**src/rtl/car_pkg.sv**
```systemverilog
// Shared constants, FSM state and slot record for the car scheduler.
package car_pkg;

   localparam int NUM_CARS = 20;
   localparam int SCREEN_V = 480;
   localparam int SPRITE_SIZE = 32;
   localparam logic [4:0] GLOBAL_ADDR = 5'd31;
   localparam logic [10:0] OFF_SCREEN = 11'h7FF;

   typedef enum logic [1:0] {
      IDLE,
      UPDATE,
      COMMIT
   } state_t;

   typedef struct packed {
      logic        en;
      logic [10:0] x;
      logic [10:0] y;
      logic [3:0]  speed;
      logic [3:0]  ctrl;
   } slot_t;

endpackage

```
**src/rtl/car_overlap.sv**
```systemverilog
// Combinational 32x32 box overlap test between two sprite origins.
module car_overlap
   import car_pkg::*;
(
   input  logic [10:0] ax,
   input  logic [10:0] ay,
   input  logic [10:0] bx,
   input  logic [10:0] by,
   output logic        overlap
);

   logic [11:0] dx;
   logic [11:0] dy;
   logic [11:0] adx;
   logic [11:0] ady;

   always_comb begin
      dx = {1'b0, ax} - {1'b0, bx};
      dy = {1'b0, ay} - {1'b0, by};
      adx = dx[11] ? (12'd0 - dx) : dx;
      ady = dy[11] ? (12'd0 - dy) : dy;
      overlap = (adx < 12'(SPRITE_SIZE))
         && (ady < 12'(SPRITE_SIZE));
   end

endmodule

```
**src/rtl/car_sched.sv**
```systemverilog
// Per-frame car sprite scheduler with shadowed outputs.
// Optional player collision detection: define CAR_COLLIDE_EN.
module car_sched #(
   parameter int NUM_CARS = car_pkg::NUM_CARS,
   parameter int SCREEN_V = car_pkg::SCREEN_V
) (
   input  logic                   clk,
   input  logic                   reset_n,
   input  logic                   frame_tick,
   input  logic                   cs,
   input  logic                   write,
   input  logic [4:0]             addr,
   input  logic [31:0]            wr_data,
   output logic [31:0]            rd_data,
   input  logic [10:0]            player_x,
   input  logic [10:0]            player_y,
   output logic [NUM_CARS*11-1:0] car_x,
   output logic [NUM_CARS*11-1:0] car_y,
   output logic [NUM_CARS*4-1:0]  car_ctrl,
   output logic                   hit
);

   import car_pkg::*;

   state_t      state;
   state_t      state_nx;
   logic [4:0]  idx;
   slot_t       slots [NUM_CARS];
   logic        run;
   logic        overrun;
   logic [7:0]  wrap_cnt;
   logic        busy;
   logic        last;
   logic        slot_wr;
   logic        glb_wr;
   logic        clear;
   logic        clash;
   logic        step;
   logic        cur_en;
   logic [10:0] cur_y;
   logic [3:0]  cur_spd;
   logic [11:0] y_sum;
   logic        wrapped;
   logic [10:0] y_new;
   slot_t       wr_slot;
   logic        unused_wr;

   assign busy = (state != IDLE);
   assign last = (idx == 5'(NUM_CARS - 1));
   assign slot_wr = cs && write && (addr < 5'(NUM_CARS));
   assign glb_wr = cs && write && (addr == GLOBAL_ADDR);
   assign clear = glb_wr && wr_data[1];
   assign unused_wr = ^wr_data[31:20];

   assign cur_en = slots[idx].en;
   assign cur_y = slots[idx].y;
   assign cur_spd = slots[idx].speed;

   // A bus write to the slot being stepped wins over the arithmetic.
   assign clash = slot_wr && (addr == idx);
   assign step = (state == UPDATE) && cur_en && !clash;

   assign y_sum = {1'b0, cur_y} + {8'd0, cur_spd};
   assign wrapped = (y_sum >= 12'(SCREEN_V));
   assign y_new = wrapped ? 11'd0 : y_sum[10:0];

   always_comb begin
      wr_slot = '0;
      wr_slot.x = wr_data[10:0];
      wr_slot.speed = wr_data[14:11];
      wr_slot.ctrl = wr_data[18:15];
      wr_slot.en = wr_data[19];
   end

   always_ff @(posedge clk or negedge reset_n) begin
      if (!reset_n) begin
         state <= IDLE;
      end else begin
         state <= state_nx;
      end
   end

   always_comb begin
      state_nx = state;
      unique case (state)
         IDLE:    if (frame_tick && run) state_nx = UPDATE;
         UPDATE:  if (last) state_nx = COMMIT;
         COMMIT:  state_nx = IDLE;
         default: state_nx = IDLE;
      endcase
   end

   always_ff @(posedge clk or negedge reset_n) begin
      if (!reset_n) begin
         idx <= '0;
      end else if (state == UPDATE && !last) begin
         idx <= idx + 5'd1;
      end else begin
         idx <= '0;
      end
   end

   always_ff @(posedge clk or negedge reset_n) begin
      if (!reset_n) begin
         for (int i = 0; i < NUM_CARS; i++) begin
            slots[i] <= '0;
         end
      end else begin
         if (step) begin
            slots[idx].y <= y_new;
         end
         if (slot_wr) begin
            slots[addr] <= wr_slot;
         end
      end
   end

   always_ff @(posedge clk or negedge reset_n) begin
      if (!reset_n) begin
         run <= 1'b0;
         overrun <= 1'b0;
         wrap_cnt <= '0;
      end else begin
         if (glb_wr) begin
            run <= wr_data[0];
         end
         if (clear) begin
            overrun <= 1'b0;
            wrap_cnt <= '0;
         end else begin
            if (frame_tick && busy) begin
               overrun <= 1'b1;
            end
            if (step && wrapped && wrap_cnt != 8'hFF) begin
               wrap_cnt <= wrap_cnt + 8'd1;
            end
         end
      end
   end

   // Shadows change only in COMMIT so a frame never shows a half pass.
   always_ff @(posedge clk or negedge reset_n) begin
      if (!reset_n) begin
         car_x <= '1;
         car_y <= '1;
         car_ctrl <= '0;
      end else if (state == COMMIT) begin
         for (int i = 0; i < NUM_CARS; i++) begin
            if (slots[i].en) begin
               car_x[i*11 +: 11] <= slots[i].x;
               car_y[i*11 +: 11] <= slots[i].y;
               car_ctrl[i*4 +: 4] <= slots[i].ctrl;
            end else begin
               car_x[i*11 +: 11] <= OFF_SCREEN;
               car_y[i*11 +: 11] <= OFF_SCREEN;
               car_ctrl[i*4 +: 4] <= 4'd0;
            end
         end
      end
   end

`ifdef CAR_COLLIDE_EN
   logic ovl;
   logic hit_q;

   car_overlap u_overlap (
      .ax      (slots[idx].x),
      .ay      (y_new),
      .bx      (player_x),
      .by      (player_y),
      .overlap (ovl)
   );

   always_ff @(posedge clk or negedge reset_n) begin
      if (!reset_n) begin
         hit_q <= 1'b0;
      end else if (clear) begin
         hit_q <= 1'b0;
      end else if (step && ovl) begin
         hit_q <= 1'b1;
      end
   end

   assign hit = hit_q;
`else
   logic unused_player;
   assign unused_player = ^{player_x, player_y};
   assign hit = 1'b0;
`endif

   assign rd_data = {overrun, hit, busy, run, 20'd0, wrap_cnt};

endmodule

```
**config.mk**
```make
export PLATFORM = sky130hd
export DESIGN_NAME = car_sched
export DESIGN_NICKNAME = d
export VERILOG_FILES = /design/src/rtl/car_pkg.sv /design/src/rtl/car_overlap.sv /design/src/rtl/car_sched.sv
export SDC_FILE = /design/constraint.sdc
export NUM_CORES = 2
export LEC_CHECK = 0
export ABC_AREA = 1
export BUFFER_PORTS_ARGS = -buffer_cell sky130_fd_sc_hd__buf_2
export CELL_PAD_IN_SITES_DETAIL_PLACEMENT = 1
export CELL_PAD_IN_SITES_GLOBAL_PLACEMENT = 2
export CORE_MARGIN = 3
export CORE_UTILIZATION = 38
export DETAILED_ROUTE_END_ITERATION = 7
export PLACE_DENSITY = 0.84
export SYNTH_ARGS = -nofsm -noshare
export SYNTH_HDL_FRONTEND = slang
export SYNTH_SLANG_ARGS = --single-unit
```
**constraint.sdc**
```tcl
create_clock -name clk -period 11.6 [get_ports clk]
set_input_delay 0.58 -clock clk [delete_from_list [all_inputs] [get_ports clk]]
set_output_delay 0.58 -clock clk [all_outputs]
set_load 0.03 [all_outputs]
```
[Word-level counts from Yosys, hierarchy flattened]
Index checks and enable logic that the tools add are counted.
Storage, ports and cells
  word-level logic and storage cells: 228
  register bits after elaboration: 1157
Cells by class
  reduce and logical (&&, ||, !) cells: 21
  muxes and demuxes: 80
  eq/ne operators: 8
  order comparisons: 6
  bitwise logic cells: 2
  $add $sub $neg: 3
Operator list (count)
  $bwmux W620: 2
  $mux W620: 2
  $mux W11: 41
  $demux W31 S5: 2
  $bmux W31 S5: 1
  $mux W31: 3
  $mux W4: 20
  $mux W19: 1
  $mux W8: 2
  $logic_and A1 B1 Y1: 14
  $add A11 B4 Y12: 1
  $ge A12 B9 Y1 const B: 1
  $ge A6 B6 Y1 const B: 2
  $lt A6 B1 Y1 const B: 2
  $not A5 Y6: 2
  $eq A5 B5 Y1 const B: 2
  $add A8 B1 Y8 const B: 1
  $ne A8 B8 Y1 const B: 1
  $reduce_bool A2 Y1: 3
  $add A5 B1 Y5 const B: 1
  $eq A5 B5 Y1: 1
  $lt A5 B5 Y1 const B: 1
  $mux W5: 1
  $mux W2: 2
  other kinds (8): 11

[Depth between registers and ports, before layout]
  depth after elaboration: 11
  gate-level depth with buffers: 28

[Least setup slack after synthesis]
No wires, ideal clock.
  path kind: reg2reg
  start point: reg idx[0]
  end point: reg wrap_cnt[6]
  clock period less this slack: 4182 ps
  stages on the path, launching flop included: 25
  buffers on the path: 4
  arrival time: 4114 ps
  library setup time: 68 ps
  data required time: 11532 ps
  slack: 7418 ps
  path through: dfrtp_1 inv_2 buf_2 clkbuf_1 clkbuf_1 clkbuf_1 nor2_1 o22ai_1 nand2_1 nand3_1 a221o_1 ha_1 inv_1 fa_1 o31ai_1 inv_1 nor2_1 nand2_1 nor2_1 nor2_1 a21oi_4 nand2_2 nand2_2 nand3_1 nand2_1
On the way
  cells in the longest elaborated chain, start to end: 9
RTL lines
  start: declaration: line car_sched.sv:27  | logic [4:0] idx;
  start signal: assignment: line car_sched.sv:97  | idx <= idx + 5'd1;
  $not A5 Y6 (not written as such): line car_sched.sv:55, car_sched.sv:56, car_sched.sv:57
  $bmux W31 S5: line car_sched.sv:55, car_sched.sv:56, car_sched.sv:57
  $mux W31 (not written as such) (2 in series): line car_sched.sv:57  | assign cur_spd = slots[idx].speed;
  $add A11 B4 Y12 / $logic_and A1 B1 Y1 (equally long branches): line car_sched.sv:63, car_sched.sv:61
  $ge A12 B9 Y1 / $logic_and A1 B1 Y1 (equally long branches): line car_sched.sv:64, car_sched.sv:61
  $logic_and A1 B1 Y1 (*) (2 in series): line car_sched.sv:134  | if (step && wrapped && wrap_cnt != 8'hFF) begin
  $reduce_bool A2 Y1 (no source line) (*)
  end signal: assignment: line car_sched.sv:135  | wrap_cnt <= wrap_cnt + 8'd1;
  end: declaration: line car_sched.sv:31  | logic [7:0] wrap_cnt;
Every way passes the cells marked *; elsewhere a longest branch is shown, timed or not. The select of a mux whose other input is x is not followed.
A chain may end at the register's enable or synchronous reset.

[Worst setup path in the final report]
  start point: reg idx[0]
  end point: reg slots[135] (netlist name)
On the way
  cells in the longest elaborated chain, start to end: 11
RTL lines
  $not A5 Y6 (not written as such)
  $bmux W31 S5: line car_sched.sv:55, car_sched.sv:56, car_sched.sv:57
  $mux W31 (not written as such) (2 in series): line car_sched.sv:57
  $add A11 B4 Y12: line car_sched.sv:63  | assign y_sum = {1'b0, cur_y} + {8'd0, cur_spd};
  $ge A12 B9 Y1: line car_sched.sv:64  | assign wrapped = (y_sum >= 12'(SCREEN_V));
  $mux W11: line car_sched.sv:65  | assign y_new = wrapped ? 11'd0 : y_sum[10:0];
  $bwmux W620: line car_sched.sv:110  | slots[idx].y <= y_new;
  $mux W620 (*): line car_sched.sv:109  | if (step) begin
  $bwmux W620: line car_sched.sv:113  | slots[addr] <= wr_slot;
  $mux W620 (*): line car_sched.sv:112  | if (slot_wr) begin
  end signal: indexed assignment: line car_sched.sv:113
  end: declaration: line car_sched.sv:28  | slot_t slots [NUM_CARS];
Marked as above.

==> key figures <==
CTS
  • Clock H-tree levels: 4
  • Num CTS Buffers: 133
  • Clock transition at the register clock pins on the worst setup and hold paths after CTS: 60 ps
  • Clock Path Buffers: 3
  • Clock latency at the later pin of the worst-skew pair: 740 ps
  • Cell at the root of the clock tree: sky130_fd_sc_hd__clkbuf_16
  • CTS tree: built
  • Number of instances resized during post-cts repair: 0
  • Count of clock tree sinks: 1157

Yosys
  • Synthesis-stage register bit count: 1157
  • Mean cell area of the mapped netlist: 9.02 um2
  • Async SR Flop Fraction: 100%
  • Count of synthesis-stage warnings from yosys: 0
  • Biggest area contributors in the synthesized netlist: sky130_fd_sc_hd__dfrtp_1 38%, sky130_fd_sc_hd__dfstp_2 24%, sky130_fd_sc_hd__o21ai_0 8.2%
  • Portion of the post-synthesis area used by sequential elements: 61.8%
  • Post-synth top area share: 37.6%
  • Yosys cell types: 33
  • Count leader, synth: sky130_fd_sc_hd__nor2_1
  • Number of enable-type register cells in the synthesized netlist: 0
  • Synthesized netlist cell count: 5291
  • Most frequently used flop master after synthesis: sky130_fd_sc_hd__dfrtp_1
  • Yosys top cell by area: sky130_fd_sc_hd__dfrtp_1
  • Synth cell count leaders: 977 x sky130_fd_sc_hd__nor2_1, 785 x sky130_fd_sc_hd__o21ai_0, 746 x sky130_fd_sc_hd__nand2_1
  • Cell Area, Synth: 0.0477 mm2

Global routing
  • Vias in the first global route: 40500
  • Total track usage: 26.0%
  • Congestion Overflow GR: 0
  • Number of antenna violations at the first check in global routing: 11
  • Global-route wire length before repair: 259 mm
  • Pin count of the biggest net entering global routing: 215

Status
  • Outcome: complete, no violations

STA
  • Slew Viols, Final: 0
  • Transition time of the tightest slew-check pin: 1260 ps
  • Maximum clock skew at final layout: 26.5 ps
  • Max_slew headroom: 15.4%
  • Sum of negative setup slack: 0 ps
  • Share of the clock period used by the worst path: 58.6%
  • Hold Vio Cnt, Final: 0
  • Highest clock frequency the design can meet: 147 MHz
  • RSZ-0062 raised after global routing: no
  • Setup Viol. Count Final: 0
  • Time the worst path needs with I/O delays and setup: 6800 ps

Floorplan
  • Die ar.: 0.130 mm2
  • Number of placement rows: 129
  • Die extent in y: 360 um
  • Top-Level Pins: 617
  • Starting Density: 38.4%
  • Core footprint: 0.124 mm2
  • Chip width: 360 um

Worst setup path
  • Critical path endpoint category: register
  • Kind of launch point of the worst setup path: register
  • Data arrival time of the critical path: 7420 ps
  • Crit Path Max Fanout: 81
  • Class of the most critical setup path: register to register
  • Register-to-Register Path Depth: 17
  • Data required time at the worst endpoint: 12220 ps

Placement
  • Final weighted congestion in routability-driven placement: 0.847
  • Placed cell count: 7145
  • Detailed-placement wirelength estimate: 113 mm
  • Area of placed instances: 0.0516 mm2
  • Quantity of I/O buffers inserted on ports: 560

Route
  • Pre-Repair DR Iteration Count: 7
  • DRC violation count after routing: 0
  • Routed via count divided by cell count: 5.32
  • Total number of vias: 39300
  • Count of antenna-violating nets left after detailed routing: 0
  • Iteration-0 DRC Markers: 2927
  • Wire length per cell: 23.2 um
  • Final routed wirelength across all metal layers: 171 mm

Power and ir drop
  • Total power per unit cell area: 215 mW/mm2
  • Maximum vdd ir drop: 0.212 mV
  • Leakage power of the design: 26.4 nW
  • Overall power after layout: 12.0 mW

Job
  • Total of max-cap violations: 0

Cells and area
  • Fraction of final layout cells with drive strength greater than 1: 22.6%
  • Total number of nets in the final design: 5718
  • Fin cells: 7391
  • Area grow syn2layout: 17.4%
  • Total non-filler cell area in the finished layout: 0.0561 mm2

Hold path
  • Cell count of the worst hold path: 3
  • Hold WC Path Type: input pin to register
per-layer routing:
layer / GRT usage (%) / share of wire, % / up-vias
met5: 0 / 0.016 / -
met4: 8.36 / 3.1 / 4
met3: 4.78 / 4.8 / 252
met2: 42.7 / 47 / 870
met1: 35.0 / 45 / 20200
li1: - / - / 18000
sequential cells by signal, indices dropped and copies added, names as in the netlist:
name,cells
car_ctrl,80
slots,620
run,1
car_y,220
wrap_cnt,8
state,2
overrun,1
idx,5
car_x,220
cells by family (layout without fill, tap and decap cells):
group,after synthesis,count (layout),share of synthesized area [%]
and+or+nand+nor,1963,1963,16.2
DFF,1157,1157,61.8
xor gates and xnor gates,9,9,0.165
AOI/OAI and AO/OA,1478,1478,16.0
adders and majority gates,10,10,0.278
buffers and inverters,673,1112,5.59
other,1,25,0.00786
layout make-up:
cell class                      instances  area, um2
Antenna cell                            3       7.51
Multi-Input combinational cell       3482      15700
Sequential cell                      1157      29500
Clock buffer                          204       4040
Inverter                              240        903
Clock inverter                         38        428
Tap cell                             1637       2050
Fill cell                           14400      68200
Timing Repair Buffer                  630       3430
metrics by stage:
stage                     utilization, %  hold WS (ps)  setup WS (ps)
after floorplan                        -           284           7420
after global placement              41.5           461           5000
after detailed placement            41.5           468           4890
after CTS                           45.1          24.9           4900
after global routing                45.1          56.5           4420
final                               45.1          76.6           4800
final timing paths:
| check | slack [ps] | from | to |
|---|---|---|---|
| setup reg to reg | 4800 | idx[0] | slots[135] |
| max in group asynchronous | 8440 | reset_n | slots[499] |
| hold / removal | 80 | wr_data[19] | slots[154] |
| hold reg to reg | 480 | slots[2] | car_ctrl[78] |
| min in group asynchronous | 590 | reset_n | slots[446] |
| setup / recovery | 4800 | idx[0] | slots[135] |
placed cells by master (no fill, tap or decap), types with 7 or more instances in the layout:
master,count
sky130_fd_sc_hd__buf_4,62
sky130_fd_sc_hd__clkinv_1,9
sky130_fd_sc_hd__buf_2,559
sky130_fd_sc_hd__o22ai_1,45
sky130_fd_sc_hd__clkinv_2,21
sky130_fd_sc_hd__nand4_1,21
sky130_fd_sc_hd__nand2_1,737
sky130_fd_sc_hd__dfrtp_1,714
sky130_fd_sc_hd__inv_1,228
sky130_fd_sc_hd__dfstp_2,440
sky130_fd_sc_hd__buf_12,7
sky130_fd_sc_hd__a31oi_1,86
sky130_fd_sc_hd__a21oi_1,551
sky130_fd_sc_hd__clkbuf_16,140
sky130_fd_sc_hd__o21ai_0,785
sky130_fd_sc_hd__nor2_1,976
sky130_fd_sc_hd__nand2_2,11
sky130_fd_sc_hd__nand3_1,201
sky130_fd_sc_hd__clkbuf_8,30
sky130_fd_sc_hd__ha_1,9
sky130_fd_sc_hd__clkbuf_1,34
sky130_fd_sc_hd__conb_1,22
where the power goes:
part / internal, mW / switching (mW) / total, mW / leakage, nW
clock: 2.55 / 1.74 / 4.29 / 2.21
combinational: 0.721 / 2.22 / 2.94 / 9.86
sequential: 4.47 / 0.326 / 4.80 / 14.3
worst max-delay path, stage by stage (launching register included):
cell and delay (ps):
sky130_fd_sc_hd__dfrtp_4 700, sky130_fd_sc_hd__inv_4 820, sky130_fd_sc_hd__buf_4 810, sky130_fd_sc_hd__o21ai_0 180, sky130_fd_sc_hd__o22ai_1 390, sky130_fd_sc_hd__a221o_1 220
sky130_fd_sc_hd__ha_1 170, sky130_fd_sc_hd__inv_1 70, sky130_fd_sc_hd__fa_1 460, sky130_fd_sc_hd__o31ai_1 510, sky130_fd_sc_hd__inv_1 80, sky130_fd_sc_hd__nor2_1 250
sky130_fd_sc_hd__nand2_1 170, sky130_fd_sc_hd__nor2_1 120, sky130_fd_sc_hd__nor2_1 70, sky130_fd_sc_hd__a21oi_4 260, sky130_fd_sc_hd__nand3_1 900, sky130_fd_sc_hd__a21oi_1 420
repair_timing:
item                      CTS  global route
hold buffers                1             0
buffers inserted            0             0
hold endpoints to repair   46             0
(Power assumes the default switching activity.)
